==> src/rtl/accel_dot_pkg.sv <==
// Shared types and helpers for the accel_dot_lanes matrix-vector engine.
//   state_e : engine FSM states
//   data_t  : signed 32-bit stream element / weight
//   acc_t   : signed 64-bit lane accumulator
//   sum_t   : widened cross-lane sum (guard bits keep the sign correct
//             when several near-full-scale lane accumulators are added)
//   sat32() : clamp a cross-lane sum into the signed 32-bit range
package accel_dot_pkg;

  typedef enum logic [1:0] {
    ST_LOAD   = 2'd0,
    ST_MAC    = 2'd1,
    ST_REDUCE = 2'd2,
    ST_SEND   = 2'd3
  } state_e;

  typedef logic signed [31:0] data_t;
  typedef logic signed [63:0] acc_t;

  localparam int SUM_W = 72;
  typedef logic signed [SUM_W-1:0] sum_t;

  localparam data_t DATA_MAX = 32'sh7FFF_FFFF;
  localparam data_t DATA_MIN = 32'sh8000_0000;

  function automatic data_t sat32(input sum_t v);
    if (v > sum_t'(DATA_MAX))      return DATA_MAX;
    else if (v < sum_t'(DATA_MIN)) return DATA_MIN;
    else                           return data_t'(v[31:0]);
  endfunction

endpackage

==> src/rtl/accel_dot_lanes_lane.sv <==
// dot_lane: one multiply-accumulate lane.
//   clk   : clock
//   rst   : synchronous active-high reset (clears the accumulator)
//   clr_i : clear accumulator (takes priority over en_i)
//   en_i  : accumulate a_i * b_i this cycle
//   a_i   : signed 32-bit weight
//   b_i   : signed 32-bit input element
//   acc_o : signed 64-bit running sum
module dot_lane
  import accel_dot_pkg::*;
(
  input  logic        clk,
  input  logic        rst,
  input  logic        clr_i,
  input  logic        en_i,
  input  logic [31:0] a_i,
  input  logic [31:0] b_i,
  output logic [63:0] acc_o
);

  acc_t prod;
  acc_t acc_q, acc_d;

  // Full 64-bit signed product; a 32x32 product always fits.
  assign prod = acc_t'($signed(a_i)) * acc_t'($signed(b_i));

  always_comb begin
    acc_d = acc_q;
    if (clr_i)     acc_d = '0;
    else if (en_i) acc_d = acc_q + prod;
  end

  always_ff @(posedge clk) begin
    if (rst) acc_q <= '0;
    else     acc_q <= acc_d;
  end

  assign acc_o = acc_q;

endmodule

==> src/rtl/accel_dot_lanes.sv <==
// accel_dot_lanes: streams in an input vector x (COLS elements), then emits
// y[r] = sum_c weights[r][c] * x[c] for r = 0..ROWS-1 as an output stream.
// Each row is computed by LANES parallel dot_lane MACs over K = COLS/LANES
// cycles, reduced in one cycle, then held on the output until accepted.
//
// Ports
//   clk, rst                 : clock, synchronous active-high reset
//   INPUT_AXIS_TDATA/TLAST/
//   TVALID / TREADY          : input vector stream (signed 32-bit)
//   weights                  : [ROWS][COLS] signed 32-bit, static per vector
//   OUTPUT_AXIS_TDATA/TLAST/
//   TVALID / TREADY          : result stream, TLAST on the last row
//   busy                     : high whenever not loading
//
// Build option: define ACCEL_DOT_SATURATE_EN to clamp each result to the
// signed 32-bit range; otherwise the result wraps modulo 2^32.
module accel_dot_lanes
  import accel_dot_pkg::*;
#(
  parameter int ROWS  = 3,
  parameter int COLS  = 4,
  parameter int LANES = 2
) (
  input  logic                              clk,
  input  logic                              rst,
  input  logic [31:0]                       INPUT_AXIS_TDATA,
  input  logic                              INPUT_AXIS_TLAST,
  input  logic                              INPUT_AXIS_TVALID,
  output logic                              INPUT_AXIS_TREADY,
  input  logic [ROWS-1:0][COLS-1:0][31:0]   weights,
  output logic [31:0]                       OUTPUT_AXIS_TDATA,
  output logic                              OUTPUT_AXIS_TLAST,
  output logic                              OUTPUT_AXIS_TVALID,
  input  logic                              OUTPUT_AXIS_TREADY,
  output logic                              busy
);

  generate
    if (LANES < 1 || (COLS % LANES) != 0) begin : g_bad_cfg
      $error("accel_dot_lanes: COLS must be a multiple of LANES and LANES >= 1");
    end
  endgenerate

  localparam int K  = COLS / LANES;
  localparam int KW = (K > 1)    ? $clog2(K)    : 1;
  localparam int CW = (COLS > 1) ? $clog2(COLS) : 1;
  localparam int RW = (ROWS > 1) ? $clog2(ROWS) : 1;

  state_e                  state_q, state_d;
  logic [RW-1:0]           row_q, row_d;
  logic [CW-1:0]           idx_q, idx_d;
  logic [KW-1:0]           k_q, k_d;
  logic [COLS-1:0][31:0]   x_q, x_d;
  logic [31:0]             result_q, result_d;

  logic                    in_ready;
  logic                    accept;
  logic                    last_word;
  logic                    lane_clr;
  logic                    lane_en;
  logic [LANES-1:0][63:0]  lane_acc;
  sum_t                    red_sum;

  // Outputs are forced quiet while rst is held, not just after the edge.
  assign in_ready  = (state_q == ST_LOAD) && !rst;
  assign accept    = INPUT_AXIS_TVALID && in_ready;
  assign last_word = INPUT_AXIS_TLAST || (idx_q == CW'(COLS - 1));

  always_comb begin
    state_d  = state_q;
    row_d    = row_q;
    idx_d    = idx_q;
    k_d      = '0;
    x_d      = x_q;
    result_d = result_q;
    case (state_q)
      ST_LOAD: begin
        if (accept) begin
          // Zeroing the not-yet-written slots on every accept means an early
          // TLAST leaves the tail of x at zero without a separate clear pass.
          for (int i = 0; i < COLS; i++) begin
            if (CW'(i) == idx_q)     x_d[i] = INPUT_AXIS_TDATA;
            else if (CW'(i) > idx_q) x_d[i] = '0;
          end
          idx_d = idx_q + 1'b1;
          if (last_word) begin
            idx_d   = '0;
            state_d = ST_MAC;
          end
        end
      end
      ST_MAC: begin
        k_d = k_q + 1'b1;
        if (k_q == KW'(K - 1)) begin
          k_d     = '0;
          state_d = ST_REDUCE;
        end
      end
      ST_REDUCE: begin
`ifdef ACCEL_DOT_SATURATE_EN
        result_d = sat32(red_sum);
`else
        result_d = red_sum[31:0];
`endif
        state_d  = ST_SEND;
      end
      ST_SEND: begin
        if (OUTPUT_AXIS_TREADY) begin
          if (row_q == RW'(ROWS - 1)) begin
            row_d   = '0;
            idx_d   = '0;
            state_d = ST_LOAD;
          end else begin
            row_d   = row_q + 1'b1;
            state_d = ST_MAC;
          end
        end
      end
      default: state_d = ST_LOAD;
    endcase
  end

  always_ff @(posedge clk) begin
    if (rst) begin
      state_q  <= ST_LOAD;
      row_q    <= '0;
      idx_q    <= '0;
      k_q      <= '0;
      x_q      <= '0;
      result_q <= '0;
    end else begin
      state_q  <= state_d;
      row_q    <= row_d;
      idx_q    <= idx_d;
      k_q      <= k_d;
      x_q      <= x_d;
      result_q <= result_d;
    end
  end

  // Accumulators clear on the edge that enters MAC, so the first MAC cycle
  // already starts from zero.
  assign lane_clr = (state_q != ST_MAC) && (state_d == ST_MAC);
  assign lane_en  = (state_q == ST_MAC);

  generate
    for (genvar l = 0; l < LANES; l++) begin : g_lane
      logic [CW-1:0] col;
      assign col = CW'(l * K) + CW'(k_q);

      dot_lane u_lane (
        .clk   (clk),
        .rst   (rst),
        .clr_i (lane_clr),
        .en_i  (lane_en),
        .a_i   (weights[row_q][col]),
        .b_i   (x_q[col]),
        .acc_o (lane_acc[l])
      );
    end
  endgenerate

  always_comb begin
    red_sum = '0;
    for (int l = 0; l < LANES; l++) red_sum = red_sum + sum_t'($signed(lane_acc[l]));
  end

  assign INPUT_AXIS_TREADY  = in_ready;
  assign OUTPUT_AXIS_TVALID = (state_q == ST_SEND) && !rst;
  assign OUTPUT_AXIS_TDATA  = OUTPUT_AXIS_TVALID ? result_q : '0;
  assign OUTPUT_AXIS_TLAST  = OUTPUT_AXIS_TVALID && (row_q == RW'(ROWS - 1));
  assign busy               = (state_q != ST_LOAD) && !rst;

endmodule

==> config.mk <==
export PLATFORM = sky130hd
export DESIGN_NAME = accel_dot_lanes
export DESIGN_NICKNAME = d
export VERILOG_FILES = /design/src/rtl/accel_dot_pkg.sv /design/src/rtl/accel_dot_lanes_lane.sv /design/src/rtl/accel_dot_lanes.sv
export SDC_FILE = /design/constraint.sdc
export NUM_CORES = 2
export LEC_CHECK = 0
export ABC_AREA = 1
export BUFFER_PORTS_ARGS = -buffer_cell sky130_fd_sc_hd__buf_4
export CAP_MARGIN = 15
export CORE_MARGIN = 2
export CORE_UTILIZATION = 68
export DETAILED_ROUTE_END_ITERATION = 10
export PLACE_DENSITY = 0.86
export SLEW_MARGIN = 20
export SYNTH_ARGS = -nofsm -noshare
export SYNTH_HDL_FRONTEND = slang
export SYNTH_SLANG_ARGS = --single-unit
==> constraint.sdc <==
create_clock -name clk -period 21.6 [get_ports clk]
set_clock_uncertainty 0.2 [all_clocks]
set_input_delay 4.32 -clock clk [delete_from_list [all_inputs] [get_ports clk]]
set_output_delay 4.32 -clock clk [all_outputs]
set_load 0.03 [all_outputs]
==> impl_results.md <==
* Nets at 8325
* Synth top area share at a little under two fifths
* WS Path Type: primary input to register
* Tot Pwr at around 3.8 mW
* Critical-path top delay cell: clkinv_1
* Final setup viols at 0
* Status: finished, final reports clean
* Fillcell total at between 5k and 6k
* Synth Cell Area at 0.0477 mm^2
* Worst r2r src: row_q[0]
* Synthesis-stage register bit count at between 200 and 250
* Die area at between 0.07 and 0.08 mm^2
* Area of the multi-input gates at about 0.036 mm^2
* Worst setup SP type: primary input
* Placed Area at between 0.05 and 0.06 mm^2
* Largest net degree at the start of global routing at 81
* Die Width at approximately 270 um
* Hold endpoint: x_q[27]
* Area leader, netlist: fa_1
* R2R cell count at 38
* CTS tree: yes
* Worst EP arrival at about 13 ns
* Worst r2r dst: g_lane[1].u_lane.acc_o[30]
* Cts hold-fix bufs at 0
* First-iteration detailed-routing DRC count at a little over 5k
* Fmax at 81.1 MHz
* Setup TNS at 0 ns
* Static Leakage at 26.8 nW
* Syn Inst Count at roughly 6.4k
* Max Cap Violations at 0
* YS warnings at 0
* Unrepaired setup endpoints after global routing: false
* Most common cell after layout, fill and taps aside: inv_1
* Worst skew pair latency at approximately 0.57 ns
* Clock Tree Root: clkbuf_16
* First-pass GRT wire length at roughly 270 mm
* Critical path's top delay family: adder cells
* Buffers on Ports at ~460
* CP Capture Type: register
* Vias in the first global route at roughly 45k
* Gp weighted congestion at about 1.1
* WL final at 180 mm
* Worst-margin pin slew at about 1.2 ns
* Number of top-level pins at ~460
* Final HPWL DP at 148 mm
* Hold path cells at 2
* Setup Buffers After CTS at 0
* H-tree levels at 1
* Number of antenna violations at the first check in global routing at 17
* Crit share post-route at ~57%
* WP buf/inv at 9
* Reg area at ~0.0046 mm^2
* Tot GR Track Use at roughly half
* Period minus WS final at around 12 ns
* Clock net sink count at ~230
* Worst rel slew slack at 21.7%
* Syn-to-layout area delta at 10.2%
* Clock-pin slew on the worst setup and hold paths at around 0.060 ns
* Maximum fanout along the worst path at 19
* Power Density at approximately 72 mW/mm^2
* DRC at 0
* Final Hold Viols at 0
* Fin area at between 0.05 and 0.06 mm^2
* CP max stage delay at 0.90 ns
* Vias at between 40k and 50k
* Register area share after synthesis at 9.70%
* Clock Path Buffers at 3
* Maximum vdd drop at ~0.17 mV
* Top cells by area, synth: fa_1 (37%), inv_1 (11%), nand2_1 (9.9%)
* Congestion Overflow GR at 0
* Most frequent cells in the layout: inv_1 (1437), nand2_1 (1250), fa_1 (877), nor2_1 (752), buf_4 (525)
* # rows at between 90 and 100
* PostCTS Resize Cnt at 0
* Syn avg cell area at between 7 and 8 um^2
* R2r setup slk at 10.69 ns
* Syn_nets at 8029
* Die height at around 270 um
* Hold path start: x_q[27]
* Starting Density at between 60% and 70%
* TritonRoute pass-1 iters at 9
* Synth unique cells at 50
* Worst setup path startpoint: weights[99]
* Total CTS buffers at 27
* CP Data Required Time at 21.91 ns
* Hold WC Path Type: register to register
* WHS at roughly 0.25 ns
* Drt via density at just under 6
* Share of cells above drive strength 1 at under 10%
* Core Footprint at around 0.070 mm^2
* Antenna-violating nets left at 0
* WL/cell at about 24 um
* Pins Over Slew Limit at 0
[worst min-delay path, stage by stage (launching register included)]
cell	delay [ns]
dfxtp_1	0.30
inv_1	0.06
a21oi_1	0.05
[layer usage]
| metal | vias up | part of all wire, % | GRT usage [%] |
|---|---|---|---|
| li1 | 19700 | - | - |
| met1 | 21900 | 34 | 60.9 |
| met2 | 3242 | 41 | 70.8 |
| met3 | 787 | 15 | 20.8 |
| met4 | 18 | 9.8 | 39.7 |
| met5 | - | 0.27 | 4.19 |
[area by class of cell]
type / count / share of cell area (%)
inverter: 1473 / 10.5
multi-input combinational: 4432 / 69.1
tap: 940 / 2.24
antenna: 12 / 0.0572
timing repair buffer: 525 / 7.50
sequential: 231 / 8.81
clock inverter: 10 / 0.229
clock buffer: 38 / 1.52
[through the flow]
stage / utilization (%) / setup slack [ns] / std cells
6_report: 75.4 / 9.27 / 7661
5_1_grt: 75.4 / 9.01 / 7658
4_1_cts: 75.4 / 9.57 / 7649
3_5_place_dp: 74.0 / 9.01 / 7601
3_3_place_gp: 74.0 / 9.20 / 7601
2_1_floorplan: - / 10.36 / 6394
[power breakdown]
group	leakage [nW]	switching (mW)	total (mW)	internal, mW
sequential	1.87	0.0177	0.460	0.442
combinational	24.4	1.75	2.83	1.08
clock	0.453	0.197	0.478	0.281
[synth_stat cells, drive strengths merged]
cell type  count
buf           92
a221o          1
o311ai         1
or2           21
clkbuf       166
xnor2         42
a31oi          5
dfxtp        231
nor4           5
ha           337
a22oi          1
o21bai         5
o211ai        13
nand3        283
xor2          68
a221oi         4
o221ai         1
a21o           9
nor2         764
o21a           2
nand3b        19
and2           7
nor3          11
a211oi        29
inv         1455
nand4         39
o21ai        219
a21oi        401
fa           877
clkinv        18
nand2       1260
a21boi         5
xor3           1
a31o           2
[worst max path at each step]
stage                                       endpoint  slack, ns  cells after the start
final                     g_lane[1].u_lane.acc_o[30]       9.27                     35
after global placement    g_lane[1].u_lane.acc_o[31]       9.20                     32
after global routing      g_lane[1].u_lane.acc_o[30]       9.01                     35
after CTS                 g_lane[1].u_lane.acc_o[30]       9.57                     35
after detailed placement  g_lane[1].u_lane.acc_o[30]       9.01                     35
after floorplan           g_lane[1].u_lane.acc_o[30]      10.36                     36
[cells by family (layout without fill, tap and decap cells)]
logic type	Yosys count	in the layout	synth area share [%]
AND/OR/NAND/NOR	2409	2409	20.4
adder cells (fa/ha/maj)	1214	1214	45.7
flip-flops	231	231	9.70
buffers and inverters	1731	2046	14.2
other	0	12	0
XOR/XNOR	111	111	2.13
AO/OA/AOI/OAI	698	698	7.85
[state kept, by name, indices dropped and copies added, names as in the netlist]
register / count
row_q: 2
x_q: 128
result_q: 32
idx_q: 2
state_q: 2
k_q: 1
g_lane.u_lane.acc_o: 64
Note: power is estimated with default switching activity, not from simulation.
